===== config.mk =====
export PLATFORM = sky130hd
export DESIGN_NAME = counter_sweep_ctrl_flat
export DESIGN_NICKNAME = d
export VERILOG_FILES = /design/src/rtl/counter_sweep_ctrl_pkg.sv /design/src/rtl/counter_sweep_ctrl_if.sv /design/src/rtl/counter_sweep_ctrl.sv /design/src/flat_wrapper.sv
export SDC_FILE = /design/constraint.sdc
export NUM_CORES = 1
export LEC_CHECK = 0
export CORE_ASPECT_RATIO = 0.6
export CORE_MARGIN = 2
export CORE_UTILIZATION = 45
export DETAILED_ROUTE_END_ITERATION = 8
export GPL_ROUTABILITY_DRIVEN = 0
export PLACE_DENSITY = 0.74
export SKIP_LAST_GASP = 1
export SYNTH_ARGS = -nofsm -noshare
export SYNTH_HDL_FRONTEND = slang
export SYNTH_SLANG_ARGS = --single-unit
export TNS_END_PERCENT = 1

===== constraint.sdc =====
create_clock -name clk -period 1.75 [get_ports clk]
set_input_delay 0.35 -clock clk [delete_from_list [all_inputs] [get_ports clk]]
set_output_delay 0.35 -clock clk [all_outputs]
set_load 0.005 [all_outputs]

===== src/rtl/counter_sweep_ctrl_pkg.sv =====
// sweep_ctrl_pkg: shared encodings for the counter sweep controller.
//   state_t       : controller FSM states
//   DIR_UP/DIR_DN : values driven on the counter's up_dwn_n input
package sweep_ctrl_pkg;

    typedef enum logic [2:0] {
        IDLE = 3'd0,
        CLR  = 3'd1,
        UP   = 3'd2,
        DOWN = 3'd3,
        DONE = 3'd4
    } state_t;

    localparam logic DIR_UP = 1'b1;
    localparam logic DIR_DN = 1'b0;

endpackage


===== src/rtl/counter_sweep_ctrl_if.sv =====
// counter_sweep_ctrl_if: bus between the sweep controller and the up/down counter.
//   cnt_rst_n    : counter reset (active low), controller -> counter
//   cnt_act      : counter enable, controller -> counter
//   cnt_up_dwn_n : counter direction, 1 = up, controller -> counter
//   cnt_count    : counter value, counter -> controller
//   cnt_ovflw    : counter overflow, counter -> controller
// master = controller side, slave = counter side.
interface counter_sweep_ctrl_if #(
    parameter int WIDTH = 5
);
    logic             cnt_rst_n;
    logic             cnt_act;
    logic             cnt_up_dwn_n;
    logic [WIDTH-1:0] cnt_count;
    logic             cnt_ovflw;

    modport master (
        output cnt_rst_n, cnt_act, cnt_up_dwn_n,
        input  cnt_count, cnt_ovflw
    );

    modport slave (
        input  cnt_rst_n, cnt_act, cnt_up_dwn_n,
        output cnt_count, cnt_ovflw
    );
endinterface


===== src/rtl/counter_sweep_ctrl.sv =====
// counter_sweep_ctrl: drives an up/down counter through a programmable number
// of triangle sweeps (0 -> limit -> 0), supervises its overflow and reports
// progress/completion/errors to a host.
//
// Ports:
//   clk, rst_n  : clock (rising edge), asynchronous active-low reset
//   start       : pulse, begins a run (accepted in IDLE only)
//   abort       : pulse, stops any run (priority over everything else)
//   limit       : peak count, sampled on accepted start
//   sweeps      : number of sweeps, sampled on accepted start
//   cnt         : counter bus (master modport)
//   busy        : high in CLR/UP/DOWN
//   done        : one-cycle pulse on normal completion
//   err         : sticky error, cleared by accepted start or reset
//   sweep_done  : sweeps completed in the current run
//
// Build option SWEEP_CTRL_CONTINUOUS_EN: sweeps==0 on start runs forever
// (sweep_done wraps, run ends only by abort or overflow error).
module counter_sweep_ctrl
    import sweep_ctrl_pkg::*;
#(
    parameter int WIDTH   = 5,
    parameter int SWEEP_W = 4
) (
    input  logic                clk,
    input  logic                rst_n,
    input  logic                start,
    input  logic                abort,
    input  logic [WIDTH-1:0]    limit,
    input  logic [SWEEP_W-1:0]  sweeps,
    counter_sweep_ctrl_if.master cnt,
    output logic                busy,
    output logic                done,
    output logic                err,
    output logic [SWEEP_W-1:0]  sweep_done
);

    localparam logic [WIDTH-1:0] ONE = {{(WIDTH-1){1'b0}}, 1'b1};

    state_t             state_q, state_d;
    logic [WIDTH-1:0]   lim_q, lim_d;
    logic [SWEEP_W-1:0] swp_q, swp_d;
    logic [SWEEP_W-1:0] sd_d, sd_inc;
    logic               rst_d, act_d, dir_d;
    logic               busy_d, done_d, err_d;
    logic               start_ok, last_sweep;
    logic [WIDTH-1:0]   lim_m1;

    // Counter reaches lim_q on the edge that samples lim_q-1, so the
    // turn-around is decided one count early.
    assign lim_m1 = lim_q - ONE;
    assign sd_inc = sweep_done + 1'b1;

`ifdef SWEEP_CTRL_CONTINUOUS_EN
    assign start_ok   = (limit != '0);
    // swp_q==0 means endless; sweep_done then wraps freely.
    assign last_sweep = (swp_q != '0) && (sd_inc == swp_q);
`else
    assign start_ok   = (limit != '0) && (sweeps != '0);
    assign last_sweep = (sd_inc == swp_q);
`endif

    always_comb begin
        state_d = state_q;
        lim_d   = lim_q;
        swp_d   = swp_q;
        sd_d    = sweep_done;
        rst_d   = 1'b1;         // counter reset released except during CLR
        act_d   = cnt.cnt_act;
        dir_d   = cnt.cnt_up_dwn_n;
        busy_d  = busy;
        done_d  = 1'b0;
        err_d   = err;

        if (abort) begin
            // In IDLE abort does nothing, but still blocks a same-cycle start.
            if (state_q != IDLE) begin
                state_d = IDLE;
                act_d   = 1'b0;
                busy_d  = 1'b0;
            end
        end else begin
            case (state_q)
                IDLE: begin
                    if (start) begin
                        if (start_ok) begin
                            lim_d   = limit;
                            swp_d   = sweeps;
                            err_d   = 1'b0;
                            sd_d    = '0;
                            rst_d   = 1'b0;
                            act_d   = 1'b0;
                            busy_d  = 1'b1;
                            state_d = CLR;
                        end else begin
                            err_d = 1'b1;
                        end
                    end
                end
                CLR: begin
                    act_d   = 1'b1;
                    dir_d   = DIR_UP;
                    state_d = UP;
                end
                UP, DOWN: begin
                    if (cnt.cnt_ovflw) begin
                        err_d   = 1'b1;
                        act_d   = 1'b0;
                        busy_d  = 1'b0;
                        state_d = IDLE;
                    end else if (state_q == UP) begin
                        if (cnt.cnt_count == lim_m1) begin
                            dir_d   = DIR_DN;
                            state_d = DOWN;
                        end
                    end else if (cnt.cnt_count == ONE) begin
                        sd_d  = sd_inc;
                        dir_d = DIR_UP;
                        if (last_sweep) begin
                            act_d   = 1'b0;
                            busy_d  = 1'b0;
                            done_d  = 1'b1;
                            state_d = DONE;
                        end else begin
                            state_d = UP;
                        end
                    end
                end
                DONE: begin
                    state_d = IDLE;
                end
                default: begin
                    act_d   = 1'b0;
                    busy_d  = 1'b0;
                    state_d = IDLE;
                end
            endcase
        end
    end

    always_ff @(posedge clk or negedge rst_n) begin
        if (!rst_n) begin
            state_q          <= IDLE;
            lim_q            <= '0;
            swp_q            <= '0;
            sweep_done       <= '0;
            cnt.cnt_rst_n    <= 1'b0;
            cnt.cnt_act      <= 1'b0;
            cnt.cnt_up_dwn_n <= DIR_UP;
            busy             <= 1'b0;
            done             <= 1'b0;
            err              <= 1'b0;
        end else begin
            state_q          <= state_d;
            lim_q            <= lim_d;
            swp_q            <= swp_d;
            sweep_done       <= sd_d;
            cnt.cnt_rst_n    <= rst_d;
            cnt.cnt_act      <= act_d;
            cnt.cnt_up_dwn_n <= dir_d;
            busy             <= busy_d;
            done             <= done_d;
            err              <= err_d;
        end
    end

endmodule


===== src/flat_wrapper.sv =====
// flat-port wrapper written by rule: the top's interface ports become plain ports
module counter_sweep_ctrl_flat import sweep_ctrl_pkg::*;
#(
    parameter int WIDTH   = 5,
    parameter int SWEEP_W = 4
)
  (clk, rst_n, start, abort, limit, sweeps, busy, done, err, sweep_done, cnt_cnt_rst_n, cnt_cnt_act, cnt_cnt_up_dwn_n, cnt_cnt_count, cnt_cnt_ovflw);
  counter_sweep_ctrl_if #(.WIDTH(WIDTH)) cnt_i ();
  input  logic clk;
  input  logic rst_n;
  input  logic start;
  input  logic abort;
  input  logic [WIDTH-1:0] limit;
  input  logic [SWEEP_W-1:0] sweeps;
  output logic busy;
  output logic done;
  output logic err;
  output logic [SWEEP_W-1:0] sweep_done;
  output wire logic [$bits(cnt_i.cnt_rst_n)-1:0] cnt_cnt_rst_n;
  output wire logic [$bits(cnt_i.cnt_act)-1:0] cnt_cnt_act;
  output wire logic [$bits(cnt_i.cnt_up_dwn_n)-1:0] cnt_cnt_up_dwn_n;
  input wire logic [$bits(cnt_i.cnt_count)-1:0] cnt_cnt_count;
  input wire logic [$bits(cnt_i.cnt_ovflw)-1:0] cnt_cnt_ovflw;
  assign cnt_cnt_rst_n = cnt_i.cnt_rst_n;
  assign cnt_cnt_act = cnt_i.cnt_act;
  assign cnt_cnt_up_dwn_n = cnt_i.cnt_up_dwn_n;
  assign cnt_i.cnt_count = cnt_cnt_count;
  assign cnt_i.cnt_ovflw = cnt_cnt_ovflw;
  counter_sweep_ctrl #(.WIDTH(WIDTH), .SWEEP_W(SWEEP_W)) u_core (.clk(clk), .rst_n(rst_n), .start(start), .abort(abort), .limit(limit), .sweeps(sweeps), .cnt(cnt_i), .busy(busy), .done(done), .err(err), .sweep_done(sweep_done));
endmodule

-- Yosys cells after proc, flatten, opt, wreduce, memory -nomap -nowiden
Cells that the tools add are included.
- bits of input ports: 19
- register bits after elaboration: 22
- bitwise gates (word level): 1
- equal/unequal tests: 25
- reduce and logical (&&, ||, !) cells: 16
- muxes and demuxes: 47
- add/sub/neg operators: 2
- operator list (operator ; count):
    $mux W1 ; 27
    $mux W3 ; 9
    $reduce_and A7 Y1 ; 3
    $mux W4 ; 5
    $ne A2 B2 Y1 const B ; 5
    $reduce_and A5 Y1 ; 2
    $pmux W3 S3 ; 1
    $ne A2 B1 Y1 const B ; 4
    $ne A4 B3 Y1 const B ; 2
    $pmux W4 S2 ; 1
    $reduce_and A4 Y1 ; 2
    $eq A3 B2 Y1 const B ; 2
    $ne A3 B3 Y1 const B ; 2
    $eq A5 B1 Y1 const B ; 1
    $eq A5 B5 Y1 ; 1
    $ne A5 B3 Y1 const B ; 1
    $ne A5 B5 Y1 const B ; 1
    $reduce_bool A5 Y1 ; 1
    $sub A5 B1 Y5 const B ; 1
    $add A4 B1 Y4 const B ; 1
    $eq A4 B4 Y1 ; 1
    $ne A4 B4 Y1 const B ; 1
    $pmux W1 S2 ; 2
    $pmux W1 S4 ; 1
    12 further kinds ; 14

-- Depth between registers and ports, before layout
- depth in word-level cells: 8
- mapped depth: 5
- gate-level depth less buffers: 5

-- Least setup slack after synthesis
OpenSTA, ideal clock, no wires.
- path kind: register to register
- start: register u_core.state_q[2]
- end: register u_core.lim_q[2]
- period minus slack after synthesis: 1781 ps
- arrival: 1656 ps
- required time: 1625 ps
- cell stages (with the launch flop): 6
- setup slack: -31 ps
- path through: dfrtp_1 or3b_1 a211oi_2 and2_4 buf_12 mux2_4
- word-level cells in the longest chain between the ends: 2
- RTL lines (item ; line ; text):
    start, declared ; counter_sweep_ctrl.sv:40 ; state_t state_q, state_d;
    start signal, assigned ; counter_sweep_ctrl.sv:154 ; state_q <= state_d;
    $logic_not A3 Y1 ; counter_sweep_ctrl.sv:83 ; case (state_q)
    $reduce_and A4 Y1 (no source line) ; - ;
    end signal, assigned ; counter_sweep_ctrl.sv:155 ; lim_q <= lim_d;
    end, declared ; counter_sweep_ctrl.sv:41 ; logic [WIDTH-1:0] lim_q, lim_d;
No other way between the ends.
A chain may end at the register's enable or synchronous reset.

-- Final worst setup path
- start: input limit[0]
- end: register u_core.state_q[0]
- word-level cells in the longest chain between the ends: 4
- RTL lines (item ; line ; text):
    start, declared ; flat_wrapper.sv:13 ; input logic [WIDTH-1:0] limit;
    $reduce_bool A5 Y1 ; counter_sweep_ctrl.sv:59 ; assign start_ok = (limit != '0) && (sweeps != '0);
    $logic_and A1 B1 Y1 ; counter_sweep_ctrl.sv:59 ;
    $ne A3 B2 Y1 (no source line) ; - ;
    $reduce_and A5 Y1 (no source line) ; - ;
No other way between the ends.

==> metrics.md <==
| Metric | Value |
|---|---|
| Cell family with most CP delay | `buffers and inverters` |
| First-pass GRT wire length | `5899 µm` |
| Core box area | `2872 µm²` |
| Via density per instance | `5.307` |
| Ys flop type | `dfrtp_1` |
| Die area | `3472 µm²` |
| Die Height | `46.45 µm` |
| Synth Register Bits | `22` |
| Clock Sinks | `22` |
| Max Clk Rate | `568.3 MHz` |
| Max stage delay on crit path | `0.42 ns` |
| Min-delay src | `sweeps[1]` |
| DRC viols | `0` |
| Remaining antenna violation count | `0` |
| Outcome | `finished, violations left` |
| Crit path arrival time | `1.92 ns` |
| RR Endpoint | `u_core.lim_q[3]` |
| Syn Nets | `157` |
| Number of global-route vias before repair | `1262` |
| Vias | `1279` |
| Filler cell count | `227` |
| Max Slew Vio Count | `0` |
| Grt ovf | `0` |
| Worst-path clk slew | `0.08 ns` |
| Share of layout cells above drive strength 1 | `0.2965` |
| TritonCTS clock tree | `built` |
| Area of the multi-input gates | `775.7 µm²` |
| Mapped Area | `1351 µm²` |
| Worst hold path depth | `2` |
| Worst setup path class | `in2reg` |
| Post-layout power | `1.890 mW` |
| Largest net degree at the start of global routing | `23` |
| Non-filler cells, final | `241` |
| RSZ-0062 raised after global routing | `true` |
| CP max-delay cell | `clkdlybuf4s50_1` |
| PwrDens | `930.7 nW/µm²` |
| Hold Crit Class | `in2reg` |
| Final period util | `1.006` |
| Num rows | `15` |
| Buffer and inverter count on the worst path | `3` |
| Part of the Yosys area used for sequential elements | `0.4083` |
| Setup TNS | `-0.009673 ns` |
| Failing checks | `setup timing` |
| Clock Skew | `0.002837 ns` |
| Maximum VDD drop | `0.0006547 V` |
| Fin util | `0.7072` |
| Skew-Pair Late Insertion Delay | `0.26 ns` |
| Setup slack at placement | `-0.4437 ns` |
| Post-Syn Area per Cell | `9.936 µm²` |
| Asr flop ratio synth | `1.000` |
| Area delta synth->final | `50.28%` |
| Final hold vios | `0` |
| R2R Path Start | `u_core.state_q[2]` |
| Initial Utilization | `0.4706` |
| Worst-path cell chain | `clkdlybuf4s50_1 > nor4_1 > buf_4 > a211oi_4 > buf_4 > a22o_1 > a31o_2` |
| Fin nets | `221` |
| Iter 0 DRT Violations | `71` |
| Hold WS | `0.3943 ns` |
| Slack of the worst reg-to-reg path | `0.04 ns` |
| Total global-route track usage | `0.2353` |
| Dpl hpwl | `2749 µm` |
| Warning count from the yosys run | `0` |
| Reg area | `551.8 µm²` |
| Yosys cell types | `41` |
| Port bufs | `28` |
| Startpoint Class | `input port` |
| CTS H-Tree Depth | `1` |
| CTS buffer count | `3` |
| Post-synth EDFFs | `0` |
| I/O pins | `29` |
| Hold_buf cts | `0` |
| Wirelength, routed | `3574 µm` |
| Slew @ Worst Pin | `0.4358 ns` |
| Min cycle time layout | `1.760 ns` |
| Drt first pass iters | `4` |
| Max-cap violations | `0` |
| Placed insts | `236` |
| Buffer type at the clock tree root | `clkbuf_8` |
| Max-slew headroom | `0.7064` |
| Final Cell Area | `2031 µm²` |
| Reg2reg path depth | `4` |
| CP Capture Type | `register` |
| Placed cell area | `1914 µm²` |
| CP max FO | `5` |
| Ant diodes | `0` |
| Clock buffer depth | `2` |
| Final number of setup-violating endpoints | `1` |
| Hold EP | `u_core.swp_q[1]` |
| Lkg Pwr | `0.9266 nW` |
| Die width | `74.75 µm` |
| Fin worst setup slack | `-0.009673 ns` |
| Req. time, crit path | `1.91 ns` |
| Initial antenna violation count | `0` |
| Cells after synthesis | `136` |
| Most common cell on crit path | `buf_4` |
| Wire length per cell | `14.83 µm` |
==> kinds of logic (layout without fill, tap and decap cells) <==
group,Yosys count,count (layout),share of synthesized area
AND/OR/NAND/NOR,50,51,0.2130
multiplexers,9,9,0.09074
AO/OA/AOI/OAI,29,29,0.1481
flip-flops,22,22,0.4083
buffers and inverters,13,75,0.05000
adder cells (fa/ha/maj),2,2,0.01852
XOR/XNOR,11,11,0.07130
==> cells in the mapped netlist (4+ instances only) <==
cell      n  area share
xnor2_1   8       0.052
mux2_4    6       0.067
inv_1    10       0.028
o21ai_0   6       0.022
nor3_1    6       0.022
nand3_1   4       0.015
dfrtp_1  21        0.39
nor2_1    8       0.022
a31oi_1   4       0.019
a21oi_1   5       0.019
nor4_1    7       0.032
nand2_1   5       0.014
==> worst max-delay path by stage <==
| stage | start | to | slack [ns] | depth (start not counted) |
|---|---|---|---|---|
| after floorplan | u_core.state_q[2] | u_core.lim_q[2] | -0.03 | 5 |
| after global placement | start | u_core.swp_q[0] | -0.40 | 5 |
| after detailed placement | start | u_core.sweep_done[2] | -0.44 | 6 |
| after CTS | u_core.state_q[2] | u_core.swp_q[0] | -0.02 | 4 |
| after global routing | sweeps[0] | u_core.sweep_done[0] | -0.04 | 6 |
| final | limit[0] | u_core.state_q[0] | -0.01 | 7 |
==> repair_timing <==
item                                    in CTS  in global routing
endpoints found under the setup margin      12                 14
setup buffers                                0                  0
pin swaps                                    4                  3
gates cloned                                 1                  0
gates resized for setup                      6                  6
==> flip-flops by register name, indices dropped and copies added, names as in the netlist <==
register / flops
u_core.busy: 1
u_core.swp_q: 4
u_core.sweep_done: 4
u_core.cnt.cnt_rst_n: 1
u_core.err: 1
u_core.done: 1
u_core.lim_q: 5
u_core.state_q: 3
u_core.cnt.cnt_up_dwn_n: 1
u_core.cnt.cnt_act: 1
==> metal layers <==
metal / up-vias / global-route usage / routed length [µm] / part of all wire
li1: 626 / - / - / -
met3: 4 / 0.04158 / 126 / 0.035
met1: 615 / 0.3271 / 1817 / 0.51
met4: 0 / 0.06786 / 44 / 0.012
met5: - / 0 / 0 / 0
met2: 34 / 0.3805 / 1585 / 0.44
==> report_power, final <==
part / internal [mW] / switching, mW / leakage, nW
Clock: 0.306 / 0.171 / 0.0357
Sequential: 0.618 / 0.0945 / 0.275
Combinational: 0.409 / 0.292 / 0.616
Total: 1.33 / 0.558 / 0.927
==> area by class of cell <==
type	count	share of cell area
clock inverter	1	0.01479
timing repair buffer	61	0.2668
inverter	10	0.01848
tap	42	0.02588
sequential	22	0.2717
clock buffer	3	0.02033
multi-input combinational	102	0.3820
==> cells in the final DEF (no fill, tap or decap), drive strengths merged, types with 3 or more instances in the layout <==
master / instances
buf: 33
inv: 10
clkdlybuf4s50: 23
a31oi: 4
clkbuf: 3
nor2b: 3
nor2: 8
xnor2: 8
or3: 3
a21oi: 5
nand3: 4
dlygate4sd2: 3
xor2: 3
mux2: 8
nor3: 6
a211oi: 3
o21ai: 6
nor4: 7
nand2: 5
dfrtp: 21
Note: power is estimated with default switching activity, not from simulation.
